==> src/rtl/screen_pkg.sv <==
// Shared constants and the bitmap address map for the 128x128 monochrome screen.
// The HP-bar writer also uses this package, so both sides agree on the byte layout.
package screen_pkg;

    localparam int SCR_W         = 128;
    localparam int SCR_H         = 128;
    localparam int BYTES_PER_ROW = 16;
    localparam int RAM_AW        = 11;
    localparam int RAM_DW        = 8;

    // Wide enough for the default 800x525 raster.
    localparam int CNT_W = 11;

    localparam int DEF_H_ACTIVE = 640;
    localparam int DEF_H_FP     = 16;
    localparam int DEF_H_SYNC   = 96;
    localparam int DEF_H_BP     = 48;
    localparam int DEF_V_ACTIVE = 480;
    localparam int DEF_V_FP     = 10;
    localparam int DEF_V_SYNC   = 2;
    localparam int DEF_V_BP     = 33;

    // Timing flags travelling alongside the RAM fetch so pins stay aligned.
    typedef struct packed {
        logic       hs;
        logic       vs;
        logic       de;
        logic       win;
        logic       first;
        logic [2:0] bit_idx;
    } scan_tag_t;

    // Syncs idle high, everything else inactive.
    localparam scan_tag_t TAG_IDLE = '{hs: 1'b1, vs: 1'b1, de: 1'b0, win: 1'b0,
                                       first: 1'b0, bit_idx: 3'd0};

    // Byte address of screen pixel (x, y): y*16 + x/8, truncated to the RAM width.
    function automatic logic [RAM_AW-1:0] scr_addr(input logic [CNT_W-1:0] y,
                                                   input logic [CNT_W-1:0] x);
        return RAM_AW'((y << 4) + (x >> 3));
    endfunction

endpackage

==> src/rtl/vga_timing_gen.sv <==
// Free-running VGA raster counters with raw (undelayed) sync and active-video flags.
module vga_timing_gen
    import screen_pkg::*;
#(
    parameter int H_ACTIVE = DEF_H_ACTIVE,
    parameter int H_FP     = DEF_H_FP,
    parameter int H_SYNC   = DEF_H_SYNC,
    parameter int H_BP     = DEF_H_BP,
    parameter int V_ACTIVE = DEF_V_ACTIVE,
    parameter int V_FP     = DEF_V_FP,
    parameter int V_SYNC   = DEF_V_SYNC,
    parameter int V_BP     = DEF_V_BP
) (
    input  logic             clk,
    input  logic             rst,
    output logic [CNT_W-1:0] h_cnt,
    output logic [CNT_W-1:0] v_cnt,
    output logic             hs_raw,
    output logic             vs_raw,
    output logic             de_raw
);

    localparam logic [CNT_W-1:0] H_LAST   = CNT_W'(H_ACTIVE + H_FP + H_SYNC + H_BP - 1);
    localparam logic [CNT_W-1:0] V_LAST   = CNT_W'(V_ACTIVE + V_FP + V_SYNC + V_BP - 1);
    localparam logic [CNT_W-1:0] H_ACT    = CNT_W'(H_ACTIVE);
    localparam logic [CNT_W-1:0] V_ACT    = CNT_W'(V_ACTIVE);
    localparam logic [CNT_W-1:0] HS_FIRST = CNT_W'(H_ACTIVE + H_FP);
    localparam logic [CNT_W-1:0] HS_LAST  = CNT_W'(H_ACTIVE + H_FP + H_SYNC - 1);
    localparam logic [CNT_W-1:0] VS_FIRST = CNT_W'(V_ACTIVE + V_FP);
    localparam logic [CNT_W-1:0] VS_LAST  = CNT_W'(V_ACTIVE + V_FP + V_SYNC - 1);

    // Pixel counter wraps every line; line counter advances on each pixel wrap.
    always_ff @(posedge clk or posedge rst) begin
        if (rst) begin
            h_cnt <= '0;
            v_cnt <= '0;
        end else if (h_cnt == H_LAST) begin
            h_cnt <= '0;
            v_cnt <= (v_cnt == V_LAST) ? '0 : v_cnt + 1'b1;
        end else begin
            h_cnt <= h_cnt + 1'b1;
        end
    end

    assign hs_raw = !((h_cnt >= HS_FIRST) && (h_cnt <= HS_LAST));
    assign vs_raw = !((v_cnt >= VS_FIRST) && (v_cnt <= VS_LAST));
    assign de_raw = (h_cnt < H_ACT) && (v_cnt < V_ACT);

endmodule

==> src/rtl/screen_scan.sv <==
// Scans the 128x128 display RAM into a window of the VGA raster.
// Counter -> RAM request (1 clk) -> RAM data (2 clks) -> registered pins (3 clks);
// the timing flags ride a matching two-stage delay so everything lands together.
module screen_scan
    import screen_pkg::*;
#(
    parameter int         H_ACTIVE = DEF_H_ACTIVE,
    parameter int         H_FP     = DEF_H_FP,
    parameter int         H_SYNC   = DEF_H_SYNC,
    parameter int         H_BP     = DEF_H_BP,
    parameter int         V_ACTIVE = DEF_V_ACTIVE,
    parameter int         V_FP     = DEF_V_FP,
    parameter int         V_SYNC   = DEF_V_SYNC,
    parameter int         V_BP     = DEF_V_BP,
    parameter int         X0       = 256,
    parameter int         Y0       = 176,
    parameter logic [2:0] FG_RGB   = 3'b010,
    parameter logic [2:0] BG_RGB   = 3'b000
) (
    input  logic              clk,
    input  logic              rst,
    output logic              rd_en,
    output logic [RAM_AW-1:0] rd_addr,
    input  logic [RAM_DW-1:0] rd_data,
    output logic              vga_hs,
    output logic              vga_vs,
    output logic              vga_de,
    output logic [2:0]        vga_rgb,
    output logic              frame_start
);

    localparam logic [CNT_W-1:0] WX0 = CNT_W'(X0);
    localparam logic [CNT_W-1:0] WX1 = CNT_W'(X0 + SCR_W);
    localparam logic [CNT_W-1:0] WY0 = CNT_W'(Y0);
    localparam logic [CNT_W-1:0] WY1 = CNT_W'(Y0 + SCR_H);

    logic [CNT_W-1:0] h_cnt, v_cnt;
    logic             hs_raw, vs_raw, de_raw;
    logic [CNT_W-1:0] wx, wy;
    logic             in_win;
    scan_tag_t        tag_now, tag_d1, tag_d2;

    vga_timing_gen #(
        .H_ACTIVE (H_ACTIVE),
        .H_FP     (H_FP),
        .H_SYNC   (H_SYNC),
        .H_BP     (H_BP),
        .V_ACTIVE (V_ACTIVE),
        .V_FP     (V_FP),
        .V_SYNC   (V_SYNC),
        .V_BP     (V_BP)
    ) u_timing (
        .clk    (clk),
        .rst    (rst),
        .h_cnt  (h_cnt),
        .v_cnt  (v_cnt),
        .hs_raw (hs_raw),
        .vs_raw (vs_raw),
        .de_raw (de_raw)
    );

    // Window-relative coordinates; only meaningful while in_win is set.
    assign wx = h_cnt - WX0;
    assign wy = v_cnt - WY0;

    // Gating with de_raw clips a window that spills past the active raster.
    assign in_win = de_raw && (h_cnt >= WX0) && (h_cnt < WX1)
                           && (v_cnt >= WY0) && (v_cnt < WY1);

    assign tag_now = '{hs: hs_raw, vs: vs_raw, de: de_raw, win: in_win,
                       first: (h_cnt == '0) && (v_cnt == '0), bit_idx: wx[2:0]};

    // Stage 1: issue the RAM read; the address holds outside the window.
    always_ff @(posedge clk or posedge rst) begin
        if (rst) begin
            rd_en   <= 1'b0;
            rd_addr <= '0;
            tag_d1  <= TAG_IDLE;
        end else begin
            rd_en  <= in_win;
            if (in_win) begin
                rd_addr <= scr_addr(wy, wx);
            end
            tag_d1 <= tag_now;
        end
    end

    // Stage 2: wait for the RAM's registered read data.
    always_ff @(posedge clk or posedge rst) begin
        if (rst) begin
            tag_d2 <= TAG_IDLE;
        end else begin
            tag_d2 <= tag_d1;
        end
    end

    // Stage 3: register the pins; bit 0 of each byte is the leftmost pixel.
    always_ff @(posedge clk or posedge rst) begin
        if (rst) begin
            vga_hs      <= 1'b1;
            vga_vs      <= 1'b1;
            vga_de      <= 1'b0;
            vga_rgb     <= 3'b000;
            frame_start <= 1'b0;
        end else begin
            vga_hs      <= tag_d2.hs;
            vga_vs      <= tag_d2.vs;
            vga_de      <= tag_d2.de;
            frame_start <= tag_d2.first;
            if (!tag_d2.win) begin
                vga_rgb <= 3'b000;
            end else if (rd_data[tag_d2.bit_idx]) begin
                vga_rgb <= FG_RGB;
            end else begin
                vga_rgb <= BG_RGB;
            end
        end
    end

endmodule

==> config.mk <==
export PLATFORM = sky130hd
export DESIGN_NAME = screen_scan
export DESIGN_NICKNAME = d
export VERILOG_FILES = /design/src/rtl/screen_pkg.sv /design/src/rtl/vga_timing_gen.sv /design/src/rtl/screen_scan.sv
export SDC_FILE = /design/constraint.sdc
export NUM_CORES = 1
export LEC_CHECK = 0
export BUFFER_PORTS_ARGS = -buffer_cell sky130_fd_sc_hd__buf_2
export CELL_PAD_IN_SITES_DETAIL_PLACEMENT = 1
export CELL_PAD_IN_SITES_GLOBAL_PLACEMENT = 2
export CORE_MARGIN = 1
export CORE_UTILIZATION = 39
export DETAILED_ROUTE_END_ITERATION = 7
export PLACE_DENSITY = 0.83
export SLEW_MARGIN = 15
export SYNTH_ARGS = -nofsm -noshare
export SYNTH_HDL_FRONTEND = slang
export SYNTH_SLANG_ARGS = --single-unit
==> constraint.sdc <==
create_clock -name clk -period 2.9 [get_ports clk]
set_input_delay 0 -clock clk [delete_from_list [all_inputs] [get_ports clk]]
set_output_delay 0 -clock clk [all_outputs]
set_load 0.01 [all_outputs]
# After elaboration in Yosys (flattened, before gate mapping)
# Index checks and enable logic that the tools add are counted.
dict set report op_classes {
  addsub 5
  magnitude_cmp 11
  n_eq_ne 2
  muxes 6
  reduce_logical 12
}
# cell count
set op_table {}
lappend op_table {{11-bit by 9-bit < comparator with 1-bit output (second input constant)} 3}
lappend op_table {{11-bit by 1-bit adder with 11-bit output (second input constant)} 2}
lappend op_table {{11-bit by 10-bit equality test with 1-bit output (second input constant)} 2}
lappend op_table {{11-bit by 9-bit >= comparator with 1-bit output (second input constant)} 2}
lappend op_table {{11-bit logical NOT} 2}
lappend op_table {{11-bit two-way mux} 2}
lappend op_table {{11-bit by 8-bit adder with 11-bit output} 1}
lappend op_table {{11-bit by 10-bit >= comparator with 1-bit output (second input constant)} 1}
lappend op_table {{11-bit by 8-bit >= comparator with 1-bit output (second input constant)} 1}
lappend op_table {{11-bit by 10-bit <= comparator with 1-bit output (second input constant)} 1}
lappend op_table {{11-bit by 9-bit <= comparator with 1-bit output (second input constant)} 1}
lappend op_table {{11-bit by 10-bit < comparator with 1-bit output (second input constant)} 1}
lappend op_table {{11-bit by 9-bit subtractor with 11-bit output (second input constant)} 1}
lappend op_table {{1-bit logical AND} 8}
lappend op_table {{7-bit by 6-bit subtractor with 7-bit output (second input constant)} 1}
lappend op_table {{3-bit by 4-bit < comparator with 1-bit output (second input constant)} 1}
lappend op_table {{1-bit binary-select mux with 3-bit select} 1}
lappend op_table {{3-bit two-way mux} 1}
lappend op_table {{1-bit logical NOT} 2}
lappend op_table {{2-bit two-way mux} 1}
lappend op_table {{1-bit two-way mux} 1}
dict set report word_totals {
  register_bits 56
  input_bits 10
  elab_cells 56
}

# Logic depth before layout (Yosys ltp)
# Gate-level depths: netlist of run 1.
dict set report logic_depth {
  depth_word 6
  mapped_depth 8
  depth_no_buf 8
}

# Hierarchy
# A second synthesis of run 1 with hierarchy kept.
dict set report unflattened {
  cells_unflattened 225
  hier_area_um2 2680.1
}
# mod instances cells_per_inst area_each_um2
set modules_own_cells {}
lappend modules_own_cells {screen_scan 1 104 1448.9}
lappend modules_own_cells {vga_timing_gen 1 121 1231.2}

# Worst setup path after synthesis of run 1
# OpenSTA, ideal clock, no wires.
dict set report synth_path {
  path_kind {register -> register}
  start {register u_timing.h_cnt[8]}
  end {register rd_addr[9]}
  arrival_ns 2.085
  t_required_ns 2.775
  slack_ns 0.690
  stages_incl_launch_ff 9
  n_path_buf 0
  period_less_slack_ns 2.210
  cell_sequence {dfrtp_1 > inv_1 > ha_1 > xor2_1 > ha_1 > and3b_1 > a221oi_1 > xnor2_1 > mux2_4}
}
dict set report synth_between {
  elab_chain_len 6
}
# element line_no
set synth_lines {}
lappend synth_lines {{start, declared} vga_timing_gen.sv:16} ;# output logic [CNT_W-1:0] h_cnt,
lappend synth_lines {{start signal, assigned} vga_timing_gen.sv:41} ;# h_cnt <= h_cnt + 1'b1;
lappend synth_lines {{branches (longest 6 deep; another with 11-bit by 9-bit subtractor with 11-bit output)} -}
lappend synth_lines {{end signal, assigned} screen_scan.sv:82} ;# rd_addr <= scr_addr(wy, wx);
lappend synth_lines {{end, declared} screen_scan.sv:23} ;# output logic [RAM_AW-1:0] rd_addr,
# Several ways; the timed one is not identified.
# A chain may end at the register's enable or synchronous reset.

# Final worst setup path of run 1
# Same ends and word-level chain as after synthesis.

==> results.txt, run 1 <==
status = finished, final reports clean
max-cap viol count = 0
worst path cell trace = inv_1 -> ha_1 -> xor2_1 -> ha_1 -> and3b_1 -> a221oi_1 -> xnor2_1 -> mux2_4
Worst EP required = 3.10 ns
WS Path Type = reg2reg
Period minus WS final = 2.42 ns
die height = 85.3 µm
post-synthesis sequential area ratio = 0.502
CTS tree = done
Cell variety after synth = 50
syn avg cell area = 11.7 µm²
later-pin clock latency in the skew report = 0.31 ns
I/O Buffers = 26
Worst-path clk slew = 0.10 ns
CP most frequent cell = ha_1
full die area = 7270 µm²
first-pass GRT wire length = 9940 µm
synthesis warning total = 0
Hold Violations, Final = 0
# setup viols final = 0
WL/cell = 17.5 µm
Die Wd = 85.3 µm
drt first pass iters = 4
vias in the first global route = 1928
Final Instance Area = 3020 µm²
top cells by area, synth = dfrtp_1 44%, ha_1 6.9%, dfstp_2 5.8%, mux2_4 5.0%, xnor2_1 3.2%
Worst EP arrival = 2.62 ns
Worst-Margin Slew = 0.856 ns
clock sink count = 54
Net Sw Frac = 0.209
Inst Count DP = 327
# DRC = 0
ys flop type = dfrtp_1
site row count = 29
worst-path maximum fanout = 9
Synth Cell Area = 2710 µm²
total track usage = 0.181
Critical Path Max Stage Delay = 0.44 ns
cell taking the most area after synthesis = dfrtp_1
most common cell after layout, fill and taps aside = dfrtp_1
Post-Route Setup TNS = 0 ns
clk root buf = clkbuf_8
area grow syn2layout = 11.8%
Leakage = 1.43 nW
period utilisation layout = 0.833
starting density of the core = 0.414
cts bufs inserted = 5
Initial DRC Count = 94
delay-heaviest family, CP = adder cells
antenna violations before repair = 0
Syn Inst Count = 231
Internal Power = 0.00102 W
pin count of the biggest net entering global routing = 53
relative slew slack = 0.429
ys async rst share = 1.00
Routed WL = 5870 µm
commonest cells after routing, fill and taps aside = 48 x dfrtp_1, 26 x buf_2, 15 x ha_1, 12 x nand3_1, 12 x nand2_1
Crit. End Element = register
Post-synth EDFFs = 0
CP startpoint kind = register
Clock Skew = 0.00326 ns
Max Freq = 414 MHz
vias per inst = 5.43
GP Congestion = 0.813
Layout Nets = 284
share of cells above drive strength 1 = 0.228
maximum vdd drop = 0.000206 V
via count = 1826
largest buffer count on any clock path = 2
min-delay worst type = in2reg
area of the core = 6530 µm²
Final Max Slew Viols = 0
Logic pwr share = 0.020
Slowest-stage cell, CP = dfrtp_1
final HPWL from detailed placement = 4290 µm
Power Density = 428 nW/µm²
boundary pin count = 29
DRT antenna net count = 0
Clk pwr share = 0.398
unrepaired setup endpoints after global routing = false
Critical path buffers and inverters = 1
fin cells = 336
GR Overflow Total = 0
setup bufs post-CTS = 0
register bit total from synthesis = 54
minimum hold slack = 0.188 ns
placed inst area = 2900 µm²
Antenna diodes = 0
htree depth = 2
sequential share of power = 0.582
share of the synthesized area in the top cell type = 0.444
overall power = 0.00129 W
number of fill cells = 736
Psw = 0.000270 W
==> worst paths after layout <==
path                                                  start                      to  slack (ns)  cells past startpoint
max in group asynchronous                               rst     tag_d2[6]$_DFF_PP1_        1.86                      4
worst min-delay path                             rd_data[4]    vga_rgb[1]$_DFF_PP0_        0.19                      4
worst max register to register  u_timing.h_cnt[8]$_DFF_PP0_  rd_addr[9]$_DFFE_PP0P_        0.48                      8
min in group asynchronous                               rst  rd_addr[7]$_DFFE_PP0P_        0.38                      3
worst max-delay path            u_timing.h_cnt[8]$_DFF_PP0_  rd_addr[9]$_DFFE_PP0P_        0.48                      8
worst min register to register          tag_d1[1]$_DFF_PP0_     tag_d2[1]$_DFF_PP0_        0.36                      0
==> area by class of cell <==
class | instances | area (µm²) | area share
clock buffers | 5 | 68.8 | 0.0228
clock inverters | 3 | 47.5 | 0.0157
inverters | 12 | 46.3 | 0.0153
multi-input cells | 154 | 1240 | 0.409
flip-flops and latches | 54 | 1360 | 0.449
well taps | 77 | 96.3 | 0.0319
repair buffers | 31 | 170 | 0.0563
==> tightest hold or removal path: stages <==
cell and delay [ns]:
buf_2 0.07, mux4_2 0.22, mux2i_1 0.06, nor2b_1 0.10
==> routing by layer <==
layer  track usage  wire length (µm)
met1         0.229              2720
met4        0.0636                89
met5             0                 0
met3        0.0292                92
met2         0.313              2970
==> repair_timing <==
| action | CTS | global route |
|---|---|---|
| hold buffers | 1 | 0 |
| endpoints found under the setup margin | 0 | 0 |
| hold endpoints to repair | 48 | 0 |
| gates resized for setup | 0 | 0 |
==> logic make-up after synthesis <==
kind of cell,synth area share
AO/OA/AOI/OAI,0.0833
XOR/XNOR,0.0583
adder cells (fa/ha/maj),0.0768
buffers and inverters,0.0421
flip-flops,0.502
multiplexers,0.0865
other,0.00139
AND/OR/NAND/NOR,0.149
==> power groups by stage <==
stage | Sequential [W] | Combinational (W) | Clock (W)
3_3_place_gp | 0.000767 | 0.0000257 | 0
4_1_cts | 0.000753 | 0.0000276 | 0.000531
6_report | 0.000753 | 0.0000261 | 0.000514
3_5_place_dp | 0.000767 | 0.0000267 | 0
2_1_floorplan | 0.000767 | 0.0000170 | 0
5_1_grt | 0.000753 | 0.0000310 | 0.000558
==> state kept, by name, indices dropped and copies added, names as in the netlist <==
register and flops:
rd_addr 11, u_timing.h_cnt 11, u_timing.v_cnt 11, tag_d1 8, tag_d2 8, frame_start 1, vga_de 1, vga_hs 1
vga_rgb 1, vga_vs 1
==> Yosys cell counts (2+ instances only) <==
master,n
dfrtp_1,48
ha_1,15
inv_1,12
nand2_1,12
nand3_1,12
xnor2_1,10
mux2_4,9
nor2_1,9
xor2_1,8
clkbuf_1,7
a21o_1,6
a21oi_1,6
dfstp_2,6
o21ai_0,6
nand4_1,5
and3_1,4
and4_1,3
nand2b_1,3
nor3_1,3
nor4_1,3
o22ai_1,3
a31oi_1,2
and2_1,2
and3b_1,2
buf_4,2
buf_6,2
mux2_1,2
mux2i_1,2
mux4_2,2
nor2b_1,2
nor4b_1,2
nor4bb_1,2
o21ai_1,2
==> through the flow <==
step / util / worst slack [ns]
floorplan: - / 0.690
global placement: 0.443 / 0.573
detailed placement: 0.443 / 0.481
CTS: 0.463 / 0.468
global route: 0.463 / 0.275
finish: 0.463 / 0.485
No activity file was read; power rests on OpenSTA's default activity.
==> inputs of run 2 (changes only) <==
==> constraint.sdc (replaced) <==
create_clock -name clk -period 2.3 [get_ports clk]
set_input_delay 0 -clock clk [delete_from_list [all_inputs] [get_ports clk]]
set_output_delay 0 -clock clk [all_outputs]
set_load 0.01 [all_outputs]
==> results.txt, run 2 (synthesis gave the netlist of run 1 again) <==
Slowest-stage cell, CP = dfrtp_1
Crit. End Element = register
maximum vdd drop = 0.000219 V
die height = 85.3 µm
GP Congestion = 0.805
worst-path maximum fanout = 12
antenna violations before repair = 0
M1 GR Usage = 0.250
post-cts resize count = 0
Clock Skew = 0.0117 ns
clk root buf = clkbuf_8
area of the core = 6530 µm²
period utilisation layout = 0.946
Worst EP arrival = 2.38 ns
clock sink count = 54
I/O Buffers = 26
Antenna diodes = 0
Max Freq = 460 MHz
Regs by FF count = rd_addr: 11 flops, u_timing.h_cnt: 11 flops, u_timing.v_cnt: 11 flops
most common cell after layout, fill and taps aside = dfrtp_1
WS Path Type = reg2reg
unrepaired setup endpoints after global routing = false
htree depth = 2
drt first pass iters = 4
Critical path buffers and inverters = 1
first-pass GRT wire length = 10300 µm
Final Max Slew Viols = 0
delay-heaviest family, CP = flip-flops
Initial DRC Count = 129
share of cells above drive strength 1 = 0.267
# DRC = 0
via count = 1857
Period minus WS final = 2.18 ns
minimum hold slack = 0.182 ns
Worst-path clk slew = 0.10 ns
worst path cell trace = ha_1 -> nor4bb_1 -> o21ai_1 -> a2111oi_4 -> buf_12 -> mux2_1
overall power = 0.00156 W
max-cap viol count = 0
pin count of the biggest net entering global routing = 29
Layout Nets = 298
later-pin clock latency in the skew report = 0.31 ns
GRT Max-Usage Layer = met2
relative slew slack = 0.620
WL/cell = 17.2 µm
number of fill cells = 707
commonest cells after routing, fill and taps aside = 48 x dfrtp_1, 26 x buf_2, 16 x buf_4, 15 x ha_1
met3 GRT Util = 0.0243
cts bufs inserted = 5
DRT antenna net count = 0
Die Wd = 85.3 µm
Leakage = 1.50 nW
starting density of the core = 0.414
min-delay worst type = in2reg
full die area = 7270 µm²
CP startpoint kind = register
largest buffer count on any clock path = 2
CTS tree = done
Post-Route Setup TNS = 0 ns
# setup viols final = 0
final HPWL from detailed placement = 4600 µm
Hold Violations, Final = 0
boundary pin count = 29
GR Util met2 = 0.305
site row count = 29
Routed WL = 6030 µm
vias per inst = 5.31
Critical Path Max Stage Delay = 0.51 ns
GR Overflow Total = 0
vias in the first global route = 2000
area grow syn2layout = 15.9%
status = finished, final reports clean
total track usage = 0.183
Power Density = 497 nW/µm²
Worst EP required = 2.50 ns
Worst-Margin Slew = 0.569 ns
==> run 2: cell count changes in the layout (fill, tap and decap cells not counted), sizes merged <==
cell,delta
buf,+14
bufinv,-1
clkinv,-1
inv,+2
==> run 2: tightest hold or removal path: stages <==
cell	delay, ns
buf_2	0.07
mux4_2	0.21
mux2i_1	0.06
nor2b_1	0.11
==> run 2: where the power goes <==
part | internal, W | total, W | switching, W
sequential | 0.000949 | 0.000949 | 0
clock | 0.000229 | 0.000571 | 0.000343
combinational | 0.0000131 | 0.0000358 | 0.0000227
==> run 2: path summary, 6_finish.rpt <==
| kind | from | to | slack, ns | depth (start not counted) |
|---|---|---|---|---|
| max in group asynchronous | rst | tag_d2[7]$_DFF_PP1_ | 1.40 | 4 |
| max reg2reg | u_timing.v_cnt[4]$_DFFE_PP0N_ | rd_addr[1]$_DFFE_PP0P_ | 0.12 | 6 |
| min in group asynchronous | rst | vga_rgb[1]$_DFF_PP0_ | 0.29 | 3 |
| max | u_timing.v_cnt[4]$_DFFE_PP0N_ | rd_addr[1]$_DFFE_PP0P_ | 0.12 | 6 |
| min reg2reg | tag_d1[3]$_DFF_PP0_ | tag_d2[3]$_DFF_PP0_ | 0.36 | 0 |
| min | rd_data[0] | vga_rgb[1]$_DFF_PP0_ | 0.18 | 4 |
==> run 2: per-layer routing <==
layer / up-vias / part of all wire
met5: - / 0
met4: 0 / 0.011
met3: 5 / 0.018
met2: 24 / 0.49
met1: 939 / 0.48
li1: 889 / -
==> run 2: per-stage QoR <==
stage          cell area, µm²  setup WS (ns)  instances  utilization
2_1_floorplan            2710         0.0895        232            -
3_3_place_gp             3020          0.188        340        0.462
6_report                 3130          0.125        350        0.480
3_5_place_dp             3020          0.128        340        0.462
4_1_cts                  3130          0.106        349        0.479
5_1_grt                  3130        0.00357        350        0.480
==> run 2: cell type report <==
cell class,instances,area [µm²],share of cell area
Multi-Input combinational cell,154,1240,0.394
Inverter,12,45.0,0.0144
Clock buffer,5,68.8,0.0220
Timing Repair Buffer,45,300,0.0958
Tap cell,77,96.3,0.0307
Sequential cell,54,1360,0.434
Clock inverter,3,28.8,0.00918
==> run 2: timing repair <==
action	CTS	global route
endpoints found under the hold margin	22	0
setup buffers	0	1
hold buffers	1	0
setup endpoints to repair	0	1
==> inputs of run 3 (changes only) <==
--- a/config.mk
+++ b/config.mk
@@ -5,11 +5,12 @@
 export SDC_FILE = /design/constraint.sdc
 export NUM_CORES = 1
 export LEC_CHECK = 0
+export ABC_AREA = 1
 export BUFFER_PORTS_ARGS = -buffer_cell sky130_fd_sc_hd__buf_2
 export CELL_PAD_IN_SITES_DETAIL_PLACEMENT = 1
 export CELL_PAD_IN_SITES_GLOBAL_PLACEMENT = 2
 export CORE_MARGIN = 1
-export CORE_UTILIZATION = 39
+export CORE_UTILIZATION = 36
 export DETAILED_ROUTE_END_ITERATION = 7
 export PLACE_DENSITY = 0.83
 export SLEW_MARGIN = 15
==> results.txt, run 3 <==
Die Wd = 92.6 µm
complex-gate fraction of the synthesized area = 0.0681
Hold Violations, Final = 0
setup bufs post-CTS = 0
# DRC = 0
Leakage = 1.68 nW
vias in the first global route = 2396
pin count of the biggest net entering global routing = 26
share of cells above drive strength 1 = 0.211
number of fill cells = 970
top cells by area, synth = dfrtp_1 41%, nand2_1 9.6%, ha_1 6.3%, dfstp_2 5.3%, inv_1 5.1%
period utilisation layout = 0.877
first-pass GRT wire length = 11700 µm
commonest cells after routing, fill and taps aside = 76 x nand2_1, 48 x dfrtp_1, 39 x inv_1, 37 x nor2_1, 26 x buf_2
synthesis warning total = 0
Synth Area in XOR/XNOR = 0.0355
Syn Inst Count = 345
Post-synth EDFFs = 0
fin cells = 482
Regs by FF count = rd_addr: 11 flops, u_timing.h_cnt: 11 flops, u_timing.v_cnt: 11 flops
Synth Area in Adders = 0.0702
Max Freq = 496 MHz
GP Congestion = 0.808
area of the multi-input gates = 1370 µm²
Period minus WS final = 2.02 ns
worst hold start = rd_data[5]
share of the synthesized area in the top cell type = 0.406
area of the core = 7850 µm²
register bit total from synthesis = 54
Inst Count DP = 473
largest family of logic cells by synthesized area = simple AND/OR/NAND/NOR gates
Power Density = 468 nW/µm²
I/O Buffers = 26
Seq. cell area = 1360 µm²
clock sink count = 54
min-delay worst type = in2reg
Worst-Margin Slew = 0.509 ns
cell taking the most area after synthesis = dfrtp_1
WS Path Type = reg2reg
mux cell area share after synthesis = 0
worst-path maximum fanout = 7
ys flop type = dfrtp_1
max-cap viol count = 0
relative slew slack = 0.660
CTS tree = done
Worst EP arrival = 2.23 ns
unrepaired setup endpoints after global routing = false
total track usage = 0.175
WL/cell = 14.0 µm
Crit. End Element = register
antenna violations before repair = 0
Clock Skew = 0.00665 ns
later-pin clock latency in the skew report = 0.32 ns
clk root buf = clkbuf_8
Initial DRC Count = 100
full die area = 8580 µm²
Post-Route Setup TNS = 0 ns
cts bufs inserted = 5
top cells by count, synth = 76 x nand2_1, 48 x dfrtp_1, 40 x inv_1
via count = 2323
critical path startpoint = u_timing.h_cnt[8]$_DFF_PP0_
status = finished, final reports clean
Worst EP required = 2.51 ns
largest buffer count on any clock path = 2
Reg2Reg Launch Point = u_timing.h_cnt[8]$_DFF_PP0_
Layout Nets = 405
CP startpoint kind = register
most frequent cell after synthesis = nand2_1
drt first pass iters = 4
Worst-path clk slew = 0.10 ns
site row count = 32
post-synthesis sequential area ratio = 0.459
starting density of the core = 0.377
htree depth = 2
area grow syn2layout = 11.6%
Cell variety after synth = 36
vias per inst = 4.82
most common cell after layout, fill and taps aside = nand2_1
ys async rst share = 1.00
# setup viols final = 0
boundary pin count = 29
overall power = 0.00155 W
die height = 92.6 µm
Synth Cell Area = 2960 µm²
Final Max Slew Viols = 0
final HPWL from detailed placement = 5370 µm
Routed WL = 6750 µm
GR Overflow Total = 0
syn avg cell area = 8.57 µm²
maximum vdd drop = 0.000255 V
Antenna diodes = 0
DRT antenna net count = 0
Simple-Gate Fraction of Synth Area = 0.287
[run 3: changes by cell type after synthesis, sizes merged, moves of 4 or more]
| cell | delta |
|---|---|
| o21ai | +18 |
| mux2 | -12 |
| clkbuf | -7 |
| nand2 | +72 |
| inv | +33 |
| nor2 | +35 |
| nand3 | +14 |
| and3 | -4 |
| nand4 | +8 |
| xnor2 | -8 |
| a21o | -6 |
[run 3: path summary, 6_finish.rpt]
kind	end	slack (ns)	depth (start not counted)
hold reg to reg	tag_d2[2]$_DFF_PP0_	0.36	0
hold / removal	vga_rgb[1]$_DFF_PP0_	0.06	4
setup reg to reg	rd_addr[9]$_DFFE_PP0P_	0.28	11
max in group asynchronous	tag_d1[7]$_DFF_PP1_	1.37	4
setup / recovery	rd_addr[9]$_DFFE_PP0P_	0.28	11
min in group asynchronous	rd_addr[8]$_DFFE_PP0P_	0.26	3
[run 3: area by class of cell]
class                           instances  share of cell area
Clock buffer                            5              0.0208
Clock inverter                          3             0.00758
Inverter                               47              0.0549
Multi-Input combinational cell        240               0.415
Sequential cell                        54               0.412
Tap cell                              102              0.0387
Timing Repair Buffer                   31              0.0515
[run 3: logic make-up (layout without fill, tap and decap cells)]
family,count (synthesis),after routing
XOR/XNOR,12,12
adder cells (fa/ha/maj),16,16
other,1,2
AO/OA/AOI/OAI,34,34
buffers and inverters,52,86
AND/OR/NAND/NOR,176,176
flip-flops,54,54
[run 3: repair_timing]
action                                 CTS  global route
endpoints found under the hold margin   23             0
gates resized for setup                  0             0
hold buffers                             1             0
[run 3: power by group]
| group | internal, W | total [W] | switching, W |
|---|---|---|---|
| clock | 0.000221 | 0.000565 | 0.000344 |
| combinational | 0.00000968 | 0.0000325 | 0.0000228 |
| sequential | 0.000949 | 0.000949 | 0 |
[run 3: worst max-delay path: stages, from the launching register on]
cell and delay, ns:
dfrtp_1 0.46, inv_1 0.16, ha_1 0.24, xor2_1 0.14
ha_1 0.37, inv_1 0.06, nor2_1 0.12, nand3_1 0.11
nand4_1 0.08, nand2_1 0.05, nor2_1 0.08, nor2_1 0.05
[run 3: per-layer routing]
| layer | wire (µm) | vias up | global-route usage |
|---|---|---|---|
| li1 | - | 1163 | - |
| met1 | 3370 | 1116 | 0.241 |
| met2 | 3100 | 38 | 0.288 |
| met3 | 229 | 6 | 0.0320 |
| met4 | 53 | 0 | 0.0308 |
| met5 | 0 | - | 0 |
[run 3: per-stage QoR]
step	instance area [µm²]	setup WS [ns]	util	hold slack (ns)
floorplan	2960	0.476	-	0.260
CTS	3300	0.291	0.421	0.0501
global route	3300	0.0589	0.421	0.0794
finish	3300	0.283	0.421	0.0615
global placement	3200	0.355	0.408	0.0612
detailed placement	3200	0.315	0.408	0.0689
